### src/rtl/id_stage.sv
// ---------------------------------------------------------------------------
// id_stage -- instruction decode stage of a 5-stage MIPS-style pipeline.
//
// Decodes the fetched instruction and drives the register-file read addresses.
// Operands are forwarded from the EX/MEM and WB stages. A load-use hazard
// against the instruction held in ID/EX is detected, and the ID/EX pipeline
// register is updated each cycle.
//
// Ports
//   clk, rst                    clock; synchronous active-high reset
//   if_valid, if_instr, if_pc   instruction from fetch
//   flush                       kill the instruction entering ID/EX
//   reg_r_addr_1/2              register-file read addresses (rs, rt)
//   reg_r_data_1/2              register-file read data (combinational)
//   exm_w_en/dest/data          pending write in the EX/MEM stage
//   wb_w_en/dest/data           write in the WB stage
//   stall                       load-use hazard; fetch holds its outputs
//   id_*                        ID/EX pipeline register
// ---------------------------------------------------------------------------
module id_stage (
  input  logic        clk,
  input  logic        rst,

  input  logic        if_valid,
  input  logic [31:0] if_instr,
  input  logic [31:0] if_pc,
  input  logic        flush,

  output logic [4:0]  reg_r_addr_1,
  output logic [4:0]  reg_r_addr_2,
  input  logic [31:0] reg_r_data_1,
  input  logic [31:0] reg_r_data_2,

  input  logic        exm_w_en,
  input  logic [4:0]  exm_w_dest,
  input  logic [31:0] exm_w_data,
  input  logic        wb_w_en,
  input  logic [4:0]  wb_w_dest,
  input  logic [31:0] wb_w_data,

  output logic        stall,

  output logic        id_valid,
  output logic [31:0] id_pc,
  output logic [31:0] id_op_a,
  output logic [31:0] id_op_b,
  output logic [31:0] id_imm,
  output logic [4:0]  id_dest,
  output logic        id_w_en,
  output logic        id_is_load,
  output logic        id_is_store,
  output logic [5:0]  id_opcode,
  output logic [5:0]  id_funct
);

  localparam logic [5:0] OP_RTYPE = 6'h00;
  localparam logic [5:0] OP_ADDI  = 6'h08;
  localparam logic [5:0] OP_ANDI  = 6'h0C;
  localparam logic [5:0] OP_ORI   = 6'h0D;
  localparam logic [5:0] OP_LUI   = 6'h0F;
  localparam logic [5:0] OP_LW    = 6'h23;
  localparam logic [5:0] OP_SW    = 6'h2B;

  // Instruction fields
  logic [5:0] opcode;
  logic [4:0] rs, rt, rd;
  logic [5:0] funct;

  assign opcode = if_instr[31:26];
  assign rs     = if_instr[25:21];
  assign rt     = if_instr[20:16];
  assign rd     = if_instr[15:11];
  assign funct  = if_instr[5:0];

  // Read addresses depend only on the instruction bits, not on valid or reset.
  assign reg_r_addr_1 = rs;
  assign reg_r_addr_2 = rt;

  // Operand select: the younger EX/MEM result wins over WB, which wins over
  // the register file. Register 0 is hard-wired to zero whatever is pending.
  function automatic logic [31:0] fwd_sel(
    input logic [4:0]  addr,
    input logic [31:0] rf_data,
    input logic        e_en,
    input logic [4:0]  e_dest,
    input logic [31:0] e_data,
    input logic        w_en,
    input logic [4:0]  w_dest,
    input logic [31:0] w_data
  );
    if (addr == 5'd0)                   return 32'd0;
    else if (e_en && (e_dest == addr))  return e_data;
    else if (w_en && (w_dest == addr))  return w_data;
    else                                return rf_data;
  endfunction

  logic [31:0] op_a, op_b, imm;

  assign op_a = fwd_sel(rs, reg_r_data_1, exm_w_en, exm_w_dest, exm_w_data,
                        wb_w_en, wb_w_dest, wb_w_data);
  assign op_b = fwd_sel(rt, reg_r_data_2, exm_w_en, exm_w_dest, exm_w_data,
                        wb_w_en, wb_w_dest, wb_w_data);
  assign imm  = {{16{if_instr[15]}}, if_instr[15:0]};

  // Control decode
  logic [4:0] dec_dest;
  logic       dec_w_en_raw;
  logic       dec_w_en;
  logic       dec_is_load;
  logic       dec_is_store;

  always_comb begin
    // NOTE: every output gets a default before the case so no path leaves a
    // signal unassigned, which would infer a latch.
    dec_dest     = 5'd0;
    dec_w_en_raw = 1'b0;
    dec_is_load  = 1'b0;
    dec_is_store = 1'b0;
    unique case (opcode)
      OP_RTYPE: begin
        dec_dest     = rd;
        dec_w_en_raw = 1'b1;
      end
      OP_ADDI, OP_ANDI, OP_ORI, OP_LUI: begin
        dec_dest     = rt;
        dec_w_en_raw = 1'b1;
      end
      OP_LW: begin
        dec_dest     = rt;
        dec_w_en_raw = 1'b1;
        dec_is_load  = 1'b1;
      end
      OP_SW: begin
        dec_is_store = 1'b1;
      end
      default: ;
    endcase
  end

  // Writes to register 0 are architecturally discarded, so they never forward.
  assign dec_w_en = dec_w_en_raw && (dec_dest != 5'd0);

  // Load-use: the load in ID/EX has no data until MEM, so the consumer waits
  // one cycle and then picks the value up through EX/MEM forwarding. rt is
  // compared for every opcode, which is conservative for I-type consumers.
  assign stall = if_valid && id_valid && id_is_load && (id_dest != 5'd0) &&
                 ((id_dest == rs) || (id_dest == rt));

  // ID/EX register. Priority: rst > flush > stall > normal load.
  // On flush or stall only the control bits are cleared; the datapath fields
  // are don't-care while id_valid is low, so they are simply held.
  always_ff @(posedge clk) begin
    // NOTE: non-blocking assignments keep every register sampling the values
    // from before this edge, independent of statement order.
    if (rst) begin
      id_valid    <= 1'b0;
      id_pc       <= 32'd0;
      id_op_a     <= 32'd0;
      id_op_b     <= 32'd0;
      id_imm      <= 32'd0;
      id_dest     <= 5'd0;
      id_w_en     <= 1'b0;
      id_is_load  <= 1'b0;
      id_is_store <= 1'b0;
      id_opcode   <= 6'd0;
      id_funct    <= 6'd0;
    end else if (flush || stall) begin
      id_valid    <= 1'b0;
      id_w_en     <= 1'b0;
      id_is_load  <= 1'b0;
      id_is_store <= 1'b0;
    end else begin
      id_valid    <= if_valid;
      id_pc       <= if_pc;
      id_op_a     <= op_a;
      id_op_b     <= op_b;
      id_imm      <= imm;
      id_dest     <= dec_dest;
      id_w_en     <= if_valid && dec_w_en;
      id_is_load  <= if_valid && dec_is_load;
      id_is_store <= if_valid && dec_is_store;
      id_opcode   <= opcode;
      id_funct    <= funct;
    end
  end

endmodule

### config.mk
export PLATFORM = sky130hd
export DESIGN_NAME = id_stage
export DESIGN_NICKNAME = d
export VERILOG_FILES = /design/src/rtl/id_stage.sv
export SDC_FILE = /design/constraint.sdc
export NUM_CORES = 1
export LEC_CHECK = 0
export ABC_CLOCK_PERIOD_IN_PS = 4300
export BUFFER_PORTS_ARGS = -buffer_cell sky130_fd_sc_hd__buf_2
export CAP_MARGIN = 20
export CORE_AREA = 2 2 144 146
export DETAILED_ROUTE_END_ITERATION = 10
export DIE_AREA = 0 0 146 148
export GPL_TIMING_DRIVEN = 1
export HOLD_SLACK_MARGIN = 0.1
export PLACE_DENSITY = 0.68
export SYNTH_ARGS = -nofsm -noshare
export SYNTH_HDL_FRONTEND = slang
export SYNTH_SLANG_ARGS = --single-unit
### constraint.sdc
create_clock -name clk -period 4.3 [get_ports clk]
set_input_delay 0.43 -clock clk [delete_from_list [all_inputs] [get_ports clk]]
set_output_delay 0.43 -clock clk [all_outputs]
set_load 0.02 [all_outputs]
== Word level (Yosys, flattened, before mapping) ==
Index checks and enable logic that the tools add are counted.

* Logic and storage cells: 55
* Bits of input ports: 208
* Output and inout bits: 160
* Flip-flop bits (word level): 133

* Reduce and logical (&&, ||, !) cells: 22
* Equal/unequal tests: 12
* Mux-type cells: 10

{| class="wikitable"
|+ Operators with widths
! operator !! count
|-
| $mux W32 || 6
|-
| $eq A5 B5 Y1 || 6
|-
| $eq A6 B4 Y1 const B || 4
|-
| $eq A6 B6 Y1 const B || 2
|-
| $logic_and A1 B1 Y1 || 12
|-
| $logic_not A5 Y1 || 2
|-
| $pmux W5 S2 || 1
|-
| $reduce_bool A5 Y1 || 2
|-
| $logic_not A6 Y1 || 1
|-
| $reduce_or A6 Y1 || 1
|-
| $reduce_or A5 Y1 || 1
|-
| $mux W1 || 3
|-
| $logic_or A1 B1 Y1 || 2
|-
| $reduce_or A2 Y1 || 1
|}

== Longest topological paths before layout ==
Gate-level depths: netlist of run 1.

* Depth after elaboration: 6
* Mapped depth: 8
* Gate-level depth less buffers: 5

== Least setup slack after synthesis of run 1 ==
Ideal clock, no wire load.

* Path kind: register to register
* Start: register id_dest[0]
* End: register id_imm[10]
* Data arrival time: 1992 ps
* Path slack: 2236 ps
* Path buffers: 2
* Stages on the path, launching flop included: 7
* Data required time: 4228 ps
* Cells stage by stage: dfxtp_1 or4_1 o2111a_1 a21oi_2 buf_6 buf_6 mux2i_1

* Word-level cells in the longest chain between the ends: 4
* Elaborated cells between the ends (all ways): 7
* Those cells by class: eq/ne (2); reduce/logical (5)

{| class="wikitable"
|+ Ends and longest elaborated chain
! what !! RTL line !! RTL
|-
| start, declared || 48 || <nowiki>output logic [4:0] id_dest,</nowiki>
|-
| start signal, assigned || 178 || <nowiki>id_dest <= dec_dest;</nowiki>
|-
| $eq A5 B5 Y1 or $reduce_bool A5 Y1 (tied branches) || 147, 146 ||
|-
| $logic_or A1 B1 Y1 or $logic_and A1 B1 Y1 (tied branches) || 147, 146 ||
|-
| $logic_and A1 B1 Y1 * || 146 || <nowiki>assign stall = if_valid && id_valid && id_is_load && (id_dest != 5'd0) &&</nowiki>
|-
| $logic_or A1 B1 Y1 * || 167 || <nowiki>end else if (flush || stall) begin</nowiki>
|-
| end signal, assigned || 177 || <nowiki>id_imm <= imm;</nowiki>
|-
| end, declared || 47 || <nowiki>output logic [31:0] id_imm,</nowiki>
|}

Mark *: on every way between the ends. The rest lies on a longest branch, timed or not.
A chain may end at the register's enable or synchronous reset.

== Worst setup path in the final report of run 1 ==
* Start: register id_dest[0]
* End: register id_dest[1]

* Word-level cells in the longest chain between the ends: 4
* Elaborated cells between the ends (all ways): 7
* Those cells by class: eq/ne (2); reduce/logical (5)

{| class="wikitable"
|+ Ends and longest elaborated chain
! what !! RTL line
|-
| $eq A5 B5 Y1 or $reduce_bool A5 Y1 (tied branches) || 147, 146
|-
| $logic_or A1 B1 Y1 or $logic_and A1 B1 Y1 (tied branches) || 147, 146
|-
| $logic_and A1 B1 Y1 * || 146
|-
| $logic_or A1 B1 Y1 * || 167
|}

Marks and branches as above.

==> results of run 1 <==
## metrics by stage
stage               instances  power, uW
global placement         1320       1990
detailed placement       1320       2000
CTS                      1352       3380
finish                   1358       3350
global route             1356       3490
floorplan                 782       1730
## critical path, stage by stage (launching register included)
cell and delay [ns]:
dfxtp_1 0.36, or4_1 0.57, o2111a_1 0.38, a21oi_4 0.18, buf_4 0.73, o221a_2 0.31
## worst max path at each step
stage                            start                  endpoint  slack (ns)  cells after the start
2_1_floorplan  id_dest[0]$_SDFFE_PP0N_   id_imm[10]$_SDFFE_PP0N_        2.24                      6
3_3_place_gp   id_dest[0]$_SDFFE_PP0N_   id_dest[4]$_SDFFE_PP0N_        1.68                      5
3_5_place_dp                   wb_w_en  id_op_a[30]$_SDFFE_PP0N_        1.63                      6
4_1_cts        id_dest[0]$_SDFFE_PP0N_    id_imm[1]$_SDFFE_PP0N_        1.65                      5
5_1_grt        id_dest[0]$_SDFFE_PP0N_    id_pc[29]$_SDFFE_PP0N_        1.51                      5
6_report       id_dest[0]$_SDFFE_PP0N_   id_dest[1]$_SDFFE_PP0N_        1.67                      5
## logic make-up (layout without fill, tap and decap cells)
logic type      count (synthesis)  in the layout  share of synthesized area
simple gates                  240            240                      0.167
buf+inv                       115            416                     0.0873
flops                         127            127                      0.373
mux                            54             54                     0.0792
xor+xnor                       30             30                     0.0385
compound gates                216            216                      0.255
other cells                     0              5                          0
## power groups by stage
stage          Sequential, uW  Clock [uW]  Combinational [uW]
3_5_place_dp             1320           0                 678
6_report                 1300        1380                 680
3_3_place_gp             1320           0                 674
5_1_grt                  1310        1450                 733
2_1_floorplan            1410           0                 319
4_1_cts                  1300        1400                 680
## per-layer routing
layer,global-route usage,share of wire,vias up
li1,-,-,3510
met1,0.285,0.41,3502
met2,0.382,0.47,440
met3,0.0670,0.10,49
met4,0.0985,0.027,0
met5,0,0,-
## layout make-up
| class | instances | area [um^2] | share of cell area |
|---|---|---|---|
| clock inverter | 13 | 106 | 0.0116 |
| timing repair buffer | 383 | 1960 | 0.215 |
| multi-input combinational | 540 | 3730 | 0.408 |
| tap | 270 | 338 | 0.0370 |
| clock buffer | 19 | 443 | 0.0485 |
| sequential | 127 | 2540 | 0.278 |
| inverter | 1 | 3.75 | 0.000411 |
| antenna | 5 | 12.5 | 0.00137 |
## registers in the layout (all words and copies together), names as in the netlist
| name | count |
|---|---|
| id_pc | 32 |
| id_opcode | 6 |
| id_w_en | 1 |
| id_is_load | 1 |
| id_dest | 5 |
| id_imm | 16 |
| id_op_a | 32 |
| id_op_b | 32 |
| id_valid | 1 |
| id_is_store | 1 |
## synthesized netlist by cell type, drive strengths merged, types with 2 or more instances
master,number
nor4,3
o22ai,2
a32o,64
o311ai,64
dfxtp,127
nor2,6
or2,2
or3,65
buf,55
o221a,5
mux2i,54
nand3,3
a221o,5
xor2,2
or4,3
nand2,138
clkbuf,59
nand4,4
o21ai,66
nand2b,14
a21oi,4
xnor2,28
==> impl_metrics.csv, run 1 <==
group,metric,value,unit
status,status,"complete, no violations",
critical_path,critPathCaptureType,"flop",
routing,drc,0,
global_route,first_global_vias,7193,
global_route,antenna_found_initial,3,
power,power.switching,1080,uW
place,place_ws,1.63,ns
floorplanning,die_w,146,um
cts,cts_setup_buffers,0,
critical_path,crit_fanout,59,
synth,syn_nets,990,
synth,synth-seq-area-share,0.373,
power,leakagePower,0.00405,uW
power,switching_share,0.322,
cts,cts_tree,"built",
critical_path,r2r_setup_slack,1.67,ns
finish,area_growth,34.0,%
routing,via_per_inst,5.52,
cts,cts.repair.resized,0,
sta,drv_slew,0,
critical_path,timing.rr.start,"id_dest[0]$_SDFFE_PP0N_",
synth,ys.flop_type,"dfxtp_1",
power,p_clk_frac,0.410,
global_route,grt_first_pass_wirelength,39.8,mm
floorplanning,core,20000,um^2
routing,finalWirelength,26.2,mm
sta,fin_setup_tns,0,ns
place,gp_congestion,0.877,
cts,cts-root-buf,"clkbuf_16",
synth,postSynthAreaPerCell,8.72,um^2
hold_path,min_to,"id_pc[9]$_SDFFE_PP0N_",
place,dpl.hpwl,18.4,mm
critical_path,critical_path_class,"reg2reg",
sta,layout_setup_ws,1.67,ns
cts,cts_max_path_buffers,2,
synth,synth-seq-cells,127,
floorplanning,die_area,21600,um^2
synth,netlist_top_cells_area,"dfxtp_1 (37%), a32o_1 (9.4%), o311ai_0 (8.2%)",
sta,rsz0062_at_grt,"no",
cts,clkTransAtPathRegs,0.07,ns
routing,drtAntennaViolNets,0,
power,power_density,367,nW/um^2
finish,final_cell_mix,"buf_2 (367), nand2_1 (138), dfxtp_1 (127), o21ai_0 (66), or3_1 (65)",
place,dpl_cell_area,8560,um^2
power,power.internal,2280,uW
hold_path,hold_start,"if_pc[9]",
sta,fin_skew,0.00908,ns
power,seqPwrFrac,0.387,
routing,drt_first_pass_iters,5,
power,pwr-share-comb,0.203,
sta,setup_viol,0,
synth,yosys.area.top_type,"dfxtp_1",
finish,nets,1278,
synth,async_flop_share,0,
floorplanning,rows,52,
cts,clkSinkCount,127,
sta,fin_crit_sh,0.613,
finish,final_common_cell,"buf_2",
cts,cts_made_buffers,17,
sta,whs,0.251,ns
synth,syn_inst,782,
critical_path,cp-start-kind,"flop",
hold_path,min-delay-path-class,"in2reg",
routing,drtIter0Drc,428,
critical_path,crit_arrival,2.99,ns
floorplanning,die_y,148,um
power,ir_drop,0.000230,V
synth,synth.distinct_cells,35,
critical_path,rr_worst_depth,5,
finish,utilization,0.456,
global_route,grt_start_max_net_pins,92,
finish,layout-drive-gt1-share,0.396,
sta,finalCriticalPeriod,2.63,ns
finish,fill_cells,2051,
floorplanning,start_util,0.340,
cts,postCtsHoldBufs,0,
global_route,gr-total-overflow,0,
global_route,grt_usage,0.232,
synth,synth_area,6820,um^2
routing,dr_total_vias,7501,
synth,synth_edf_count,0,
hold_path,whs_path_depth,3,
flow_run,maxCapViolCount,0,
place,io_buffers,367,
critical_path,reg2reg_to,"id_dest[1]$_SDFFE_PP0N_",
routing,wl_per_cell,19.3,um
finish,final_cell_area,9140,um^2
floorplanning,ios,368,
cts,clk_latency,0.42,ns
synth,synth_top_area_frac,0.373,
critical_path,required,4.66,ns
cts,cts_htree_levels,4,
sta,max_freq,0.380,GHz
sta,hold_violations,0,
sta,slew_headroom,0.272,
synth,yosysWarnings,0,
sta,worst_pin_slew,1.09,ns
(Power assumes the default switching activity.)
==> run 2, diff against run 1 <==
Settings changed: ABC_CLOCK_PERIOD_IN_PS 4300 to 2600, CORE_AREA 2 2 144 146 to 2 2 145 147, DIE_AREA 0 0 146 148 to 0 0 147 149, PLACE_DENSITY 0.68 to 0.67.
Clock period 4.3 ns to 2.6 ns, I/O delays scaled along.
==> run 2 against run 1 <==
Register-to-register slack got worse by 1.3 ns. Global-route usage up 0.37 points. Clock skew is 0.0050 ns higher. Via count increased by 1.4%. Largest power group unchanged.
==> impl_metrics.csv, run 2 (synthesis gave the netlist of run 1 again) <==
group,metric,value,unit
global_route,grt_first_pass_wirelength,40.7,mm
global_route,grt_start_max_net_pins,103,
routing,drc,0,
routing,drt_first_pass_iters,4,
cts,clkSinkCount,127,
finish,final_cell_mix,"buf_2 (367), nand2_1 (138), dfxtp_1 (127), o21ai_0 (66), or3_1 (65)",
floorplanning,start_util,0.332,
routing,dr_total_vias,7606,
critical_path,critPathCaptureType,"output port",
sta,setup_viol,0,
sta,worst_pin_slew,0.797,ns
place,io_buffers,367,
critical_path,required,2.34,ns
sta,max_freq,0.419,GHz
finish,area_growth,42.7,%
sta,hold_violations,0,
routing,via_per_inst,5.39,
cts,cts.repair.resized,0,
global_route,grt_usage,0.236,
critical_path,crit_path_end,"stall",
sta,slew_headroom,0.469,
global_route,first_global_vias,7342,
power,power_density,589,nW/um^2
floorplanning,ios,368,
place,dpl_cell_area,8740,um^2
finish,layout-drive-gt1-share,0.388,
cts,clkTransAtPathRegs,0.07,ns
routing,wl_per_cell,18.7,um
floorplanning,die_w,147,um
place,placed_cells,1336,
critical_path,rr_worst_depth,5,
sta,rsz0062_at_grt,"no",
sta,whs,0.113,ns
place,gp_congestion,0.835,
cts,clk_latency,0.42,ns
critical_path,cp-start-kind,"flop",
floorplanning,core,20600,um^2
routing,drtIter0Drc,387,
power,ir_drop,0.000396,V
floorplanning,die_area,21900,um^2
hold_path,min-delay-path-class,"in2reg",
critical_path,reg2reg_to,"id_pc[6]$_SDFFE_PP0N_",
place,dpl.hpwl,18.2,mm
sta,fin_skew,0.0140,ns
critical_path,crit_arrival,2.13,ns
critical_path,critPathLaunch,"id_dest[0]$_SDFFE_PP0N_",
sta,finalCriticalPeriod,2.39,ns
power,leakagePower,0.00434,uW
routing,drtAntennaViolNets,0,
floorplanning,die_y,149,um
status,status,"complete, no violations",
finish,final_common_cell,"buf_2",
sta,fin_setup_tns,0,ns
sta,fin_crit_sh,0.918,
critical_path,timing.rr.start,"id_dest[0]$_SDFFE_PP0N_",
cts,cts-root-buf,"clkbuf_16",
finish,utilization,0.474,
critical_path,r2r_setup_slack,0.34,ns
cts,cts_tree,"built",
finish,final_cell_area,9740,um^2
finish,fin_cells,1410,
flow_run,maxCapViolCount,0,
global_route,antenna_found_initial,1,
sta,drv_slew,0,
floorplanning,rows,53,
critical_path,critical_path_class,"reg2out",
cts,cts_max_path_buffers,2,
finish,largestRegisters,"id_op_a (32), id_op_b (32), id_pc (32)",
cts,cts_htree_levels,4,
routing,finalWirelength,26.3,mm
cts,cts_made_buffers,17,
global_route,gr-total-overflow,0,
critical_path,crit_fanout,6,
finish,nets,1329,
[run 2: worst max-delay path, cell delays in order (launching register included)]
cell and delay (ns):
dfxtp_1 0.36, or4_1 0.58, o2111ai_1 0.36, nor2_1 0.20, buf_2 0.21
[run 2: cell type report]
type                            count  area, um^2
Inverter                            1        3.75
Clock inverter                     14         144
Clock buffer                       18         439
Fill cell                        2028       10800
Sequential cell                   127        2540
Multi-Input combinational cell    540        3730
Timing Repair Buffer              434        2530
Tap cell                          275         344
Antenna cell                        1        2.50
[run 2: routing by layer]
| metal | vias to the layer above | GRT usage | share of wire |
|---|---|---|---|
| li1 | 3613 | - | - |
| met1 | 3517 | 0.290 | 0.40 |
| met2 | 432 | 0.400 | 0.47 |
| met3 | 44 | 0.0593 | 0.10 |
| met4 | 0 | 0.0899 | 0.023 |
| met5 | - | 0 | 0 |
[run 2: through the flow]
stage | setup WS [ns] | power, uW
final | 0.212 | 5740
after global routing | 0.0963 | 6000
after CTS | 0.180 | 5780
after detailed placement | 0.341 | 3330
after global placement | 0.422 | 3330
after floorplan | 0.536 | 2860
[run 2: power breakdown]
| group | switching (uW) | internal (uW) | leakage (uW) |
|---|---|---|---|
| clock | 1010 | 1380 | 0.000287 |
| sequential | 71.8 | 2070 | 0.00105 |
| combinational | 716 | 490 | 0.00300 |
| total | 1800 | 3940 | 0.00434 |
[run 2: worst min-delay path by stage]
stage | start | to | slack, ns | cells past startpoint
after floorplan | if_instr[29] | id_is_store$_SDFF_PP0_ | 0.38 | 2
after global placement | id_pc[16]$_SDFFE_PP0N_ | id_pc[16]$_SDFFE_PP0N_ | 0.44 | 2
after detailed placement | id_pc[21]$_SDFFE_PP0N_ | id_pc[21]$_SDFFE_PP0N_ | 0.44 | 2
after CTS | if_pc[9] | id_pc[9]$_SDFFE_PP0N_ | 0.10 | 3
after global routing | if_pc[9] | id_pc[9]$_SDFFE_PP0N_ | 0.11 | 3
final | if_pc[9] | id_pc[9]$_SDFFE_PP0N_ | 0.11 | 3
[run 2: timing repair]
item | 4_1_cts | 5_1_grt
buffers inserted | 0 | 0
endpoints found under the setup margin | 0 | 0
hold endpoints to repair | 41 | 0
hold buffers | 41 | 0
